==> src/rtl/alu_req_responder.sv <==
// ALU request responder: 8-op signed ALU feeding a response FIFO.
// Build option ALU_SATURATE_EN clamps overflowing arithmetic results.
module alu_req_responder #(
  parameter int WIDTH = 6,
  parameter int DEPTH = 4,
  parameter int CNT_W = 8
) (
  input  logic             clk,
  input  logic             rst,
  input  logic             in_valid,
  output logic             in_ready,
  input  logic [WIDTH-1:0] a,
  input  logic [WIDTH-1:0] b,
  input  logic [2:0]       op,
  output logic             out_valid,
  input  logic             out_ready,
  output logic [WIDTH-1:0] res,
  output logic             err,
  output logic [CNT_W-1:0] ovf_cnt
);

  localparam int AW = $clog2(DEPTH);
  localparam logic [WIDTH:0] ONE = (WIDTH+1)'(1);
  localparam logic [AW:0] FULL = (AW+1)'(DEPTH);

  logic [WIDTH:0]   xa;
  logic [WIDTH:0]   xb;
  logic [WIDTH:0]   sum;
  logic [WIDTH-1:0] val;
  logic             ovf;

  always_comb begin
    xa  = {a[WIDTH-1], a};
    xb  = {b[WIDTH-1], b};
    sum = '0;
    unique case (op)
      3'd0: sum = xa + xb;
      3'd1: sum = xa - xb;
      3'd2: sum = xa - ONE;
      3'd3: sum = xa + ONE;
      3'd4: sum = {1'b0, ~a};
      3'd5: sum = {1'b0, a & b};
      3'd6: sum = {1'b0, a | b};
      3'd7: sum = {1'b0, a ^ b};
      default: sum = '0;
    endcase
    // the extra top bit is the true sign; disagreement means overflow
    ovf = !op[2] && (sum[WIDTH] != sum[WIDTH-1]);
`ifdef ALU_SATURATE_EN
    if (ovf)
      val = sum[WIDTH] ? {1'b1, {(WIDTH-1){1'b0}}}
                       : {1'b0, {(WIDTH-1){1'b1}}};
    else
      val = sum[WIDTH-1:0];
`else
    val = sum[WIDTH-1:0];
`endif
  end

  logic [WIDTH:0]  mem [DEPTH];
  logic [AW-1:0]   rptr;
  logic [AW-1:0]   wptr;
  logic [AW:0]     cnt;
  logic [AW:0]     cnt_nxt;
  logic            push;
  logic            pop;

  assign push = in_valid && in_ready;
  assign pop  = out_valid && out_ready;

  always_comb begin
    cnt_nxt = cnt;
    if (push && !pop)
      cnt_nxt = cnt + (AW+1)'(1);
    else if (!push && pop)
      cnt_nxt = cnt - (AW+1)'(1);
  end

  always_ff @(posedge clk or posedge rst) begin
    if (rst) begin
      rptr      <= '0;
      wptr      <= '0;
      cnt       <= '0;
      in_ready  <= 1'b1;
      out_valid <= 1'b0;
      ovf_cnt   <= '0;
      for (int i = 0; i < DEPTH; i++)
        mem[i] <= '0;
    end else begin
      if (push) begin
        mem[wptr] <= {ovf, val};
        wptr      <= wptr + AW'(1);
      end
      if (pop)
        rptr <= rptr + AW'(1);
      cnt       <= cnt_nxt;
      in_ready  <= (cnt_nxt != FULL);
      out_valid <= (cnt_nxt != '0);
      if (push && ovf && (ovf_cnt != '1))
        ovf_cnt <= ovf_cnt + CNT_W'(1);
    end
  end

  assign {err, res} = mem[rptr];

endmodule
==> config.mk <==
export PLATFORM = sky130hd
export DESIGN_NAME = alu_req_responder
export DESIGN_NICKNAME = d
export VERILOG_FILES = /design/src/rtl/alu_req_responder.sv
export SDC_FILE = /design/constraint.sdc
export NUM_CORES = 1
export LEC_CHECK = 0
export ABC_AREA = 1
export CELL_PAD_IN_SITES_DETAIL_PLACEMENT = 0
export CELL_PAD_IN_SITES_GLOBAL_PLACEMENT = 1
export CORE_MARGIN = 2
export CORE_UTILIZATION = 38
export DETAILED_ROUTE_END_ITERATION = 8
export PLACE_DENSITY = 0.88
export SLEW_MARGIN = 0
export SYNTH_ARGS = -nofsm -noshare
export SYNTH_HDL_FRONTEND = slang
export SYNTH_SLANG_ARGS = --single-unit
==> constraint.sdc <==
create_clock -name clk -period 1.5 [get_ports clk]
set_input_delay 0.45 -clock clk [delete_from_list [all_inputs] [get_ports clk]]
set_output_delay 0.45 -clock clk [all_outputs]
set_load 0.02 [all_outputs]
==> qor.yml <==
grt:
  grt_pass1_vias: 3285
  track_usage_pct: 21.0
  grt_max_degree: 46
  overflow: 0
  antenna_found_initial: 0
  grt_first_pass_wirelength_um: 14700
setup_path:
  reg2reg_depth: 8
  crit_path_end_kind: "register"
  cp.required_ns: 1.69
  crit_chain: "buf_8, inv_8, buf_4, ha_4, nand2_1, o21ai_1, a31oi_1, a21oi_1, ha_1, nand2_1, nand3b_1, nand3_1, nand3_2, and2_4, nand2_2, nand4_1, buf_6, nand2_1, nand2_1"
  worstSetupPathType: "input pin to register"
  crit_arrival_ns: 2.74
  worst_path_most_repeated_cell: "nand2_1"
  crit_fanout: 8
  startpoint_type: "input pin"
  slowest_delay_ns: 0.38
  cp_slowest_cell: "ha_1"
timing:
  finalWorstSetupSlack_ns: -1.04
  setup_violations: 43
  slew_headroom_pct: 81.4
  hold_viol: 0
  worstMarginPinSlew_ns: 0.279
  slew_viol_final: 0
  tns_ns: -26.74
  fin_skew_ns: 0.00423
  rsz0062_at_grt: "yes"
  fin_crit_sh_pct: 170
  timing.fmax_mhz: 393
  fin_crit_ns: 2.54
clocking:
  root_buffer: "clkbuf_8"
  cts.htree.levels: 2
  clock_sinks: 45
  insertion_delay_ns: 0.30
  cts_tree: "built"
  clkTransAtPathRegs_ns: 0.08
  cts_hold_buf: 0
  cts_made_buffers: 5
  clock_path_buffers: 2
synth:
  synth_cells: 403
  yosysSeqAreaShare_pct: 36.6
  syn_area_per_cell_um2: 7.65
  synth_edf_count: 0
  syn-num-nets: 449
  async_reset_ff_share_pct: 100
  synth_top_family_by_area: "simple AND/OR/NAND/NOR gates"
  synth_compound_area_share_pct: 13.0
  synth_area_leaders: "dfrtp_1 (36%), nand2_1 (15%), ha_1 (11%)"
  yosys.area_share.adder_pct: 11.2
  yosys_warnings: 0
  yosys.area.top_type: "dfrtp_1"
  synthXorXnorAreaFrac_pct: 3.41
  netlist.area_leader.share_pct: 35.7
  synth.distinct_cells: 44
  post-synth-top-count-cell: "nand2_1"
  yosys.area_share.simple_pct: 27.4
  synth_area_um2: 3080
  yosys-top-cells-count: "nand2_1 (125), dfrtp_1 (44), inv_1 (44)"
  synth-seq-cells: 45
  muxShareOfSynthArea_pct: 0.365
  synth_flop_cell: "dfrtp_1"
job:
  drv_cap: 0
drt:
  antenna_left: 0
  vias_per_cell: 4.98
  dr_total_vias: 3239
  drtIter0Drc: 154
  drt-total-wl_um: 9240
  drc_errors: 0
  dr.pass1.iters: 4
  wl_per_cell_um: 14.2
status:
  status: "finished with violations"
  violations: "setup timing"
floorplan:
  start_util_pct: 39.5
  die_h_um: 94.1
  rows: 32
  core_area_um2: 7810
  pin_count: 36
  die_x_um: 94.1
  design.die.area_um2: 8850
placement:
  place_hpwl_um: 6390
  post-place-ws_ns: -1.72
  gp_congestion: 0.847
  port_buffers: 35
hold_path:
  hp-class: "register to register"
  hold_depth: 2
pwr:
  p_clk_share_pct: 12.3
  power.density_nw_per_um2: 1450
  p_leak_nw: 2.51
  combPwrFrac_pct: 59.1
  ir_worst_vdd_mv: 0.549
  pwr-share-seq_pct: 28.6
  intPower_mw: 4.29
  swShare_pct: 41.5
  p_switching_mw: 3.05
layout:
  area_delta_synth_final_pct: 64.1
  final_nets: 593
  antenna-diode-count: 0
  drive_gt1_share_pct: 46.5
-- final timing paths --
path	to	slack, ns	from
max in group asynchronous	in_ready	0.68	rst
worst max register to register	ovf_cnt[7]	-0.08	ovf_cnt[0]
worst min-delay path	mem[14]	0.50	mem[14]
worst min register to register	mem[14]	0.50	mem[14]
min in group asynchronous	cnt[2]	0.54	rst
worst max-delay path	ovf_cnt[7]	-1.04	b[0]
-- per-stage QoR --
step | instances | utilization, % | instance area, um2 | hold WS [ns] | power (mW)
6_report | 650 | 64.8 | 5060 | 0.499 | 7.35
5_1_grt | 650 | 64.8 | 5060 | 0.518 | 7.89
4_1_cts | 637 | 59.9 | 4680 | 0.484 | 6.93
3_5_place_dp | 622 | 55.0 | 4290 | 0.463 | 5.56
3_3_place_gp | 622 | 55.0 | 4290 | 0.460 | 5.44
2_1_floorplan | 403 | - | 3210 | 0.444 | 3.94
-- layout make-up --
type / count / area [um2]
inverter: 48 / 214
multi-input combinational: 303 / 2220
fill: 651 / 2750
clock inverter: 2 / 35.0
tap: 102 / 128
timing repair buffer: 144 / 1260
clock buffer: 6 / 72.6
sequential: 45 / 1130
-- cells by family (layout without fill, tap and decap cells) --
| kind of cell | count (synthesis) | count (layout) |
|---|---|---|
| AND/OR/NAND/NOR | 195 | 195 |
| AO/OA/AOI/OAI | 68 | 68 |
| adder cells (fa/ha/maj) | 27 | 27 |
| buffers and inverters | 55 | 200 |
| multiplexers | 1 | 1 |
| flip-flops | 45 | 45 |
| XOR/XNOR | 12 | 12 |
-- flip-flops by register name (all words and copies together), names as in the netlist --
signal,count
cnt,3
in_ready,1
mem,28
out_valid,1
ovf_cnt,8
rptr,2
wptr,2
-- timing repair --
item | 4_1_cts | 5_1_grt
endpoints found under the setup margin | 57 | 49
buffers inserted | 8 | 17
resized for setup | 173 | 89
hold endpoints to repair | 0 | 0
pin swaps | 41 | 32
-- critical path, delay by kind of cell --
family / cells / cell delay [ns]
AOI/OAI and AO/OA: 3 / 0.28
adders and majority gates: 2 / 0.55
buffers and inverters: 4 / 0.41
and+or+nand+nor: 10 / 1.05
-- metal layers --
metal  share of wire (%)  vias to the layer above  track usage, %
li1                    -                     1611               -
met4                 1.3                        0            5.43
met3                 3.1                       12            2.89
met5                   0                        -               0
met2                  54                       58            38.8
met1                  42                     1558            25.4
-- cell usage in the layout (no fill, tap or decap), types with 4 or more instances in the layout --
master,netlist,final
dfrtp_1,44,43
clkbuf_8,0,5
nor2_2,1,10
inv_1,44,27
dlygate4sd2_1,0,8
o21ai_4,0,6
buf_6,2,28
xor2_1,8,6
a21oi_2,1,5
inv_2,2,13
nand3_1,21,11
nand4_1,5,5
o21ai_1,0,9
clkdlybuf4s50_1,0,8
o22ai_2,0,7
nor2_1,28,13
nor2_4,1,7
nand2_1,125,117
o21ai_2,1,16
a21oi_1,11,5
buf_4,1,88
ha_1,26,22
nand2_2,3,9
buf_8,0,4
nand3_2,3,12
-- power groups by stage --
stage	clock, mW	sequential [mW]	combinational (mW)
5_1_grt	0.996	2.16	4.73
4_1_cts	0.923	2.03	3.97
3_3_place_gp	0	1.98	3.45
2_1_floorplan	0	2.01	1.93
6_report	0.905	2.10	4.34
3_5_place_dp	0	2.00	3.55
(Power assumes the default switching activity.)
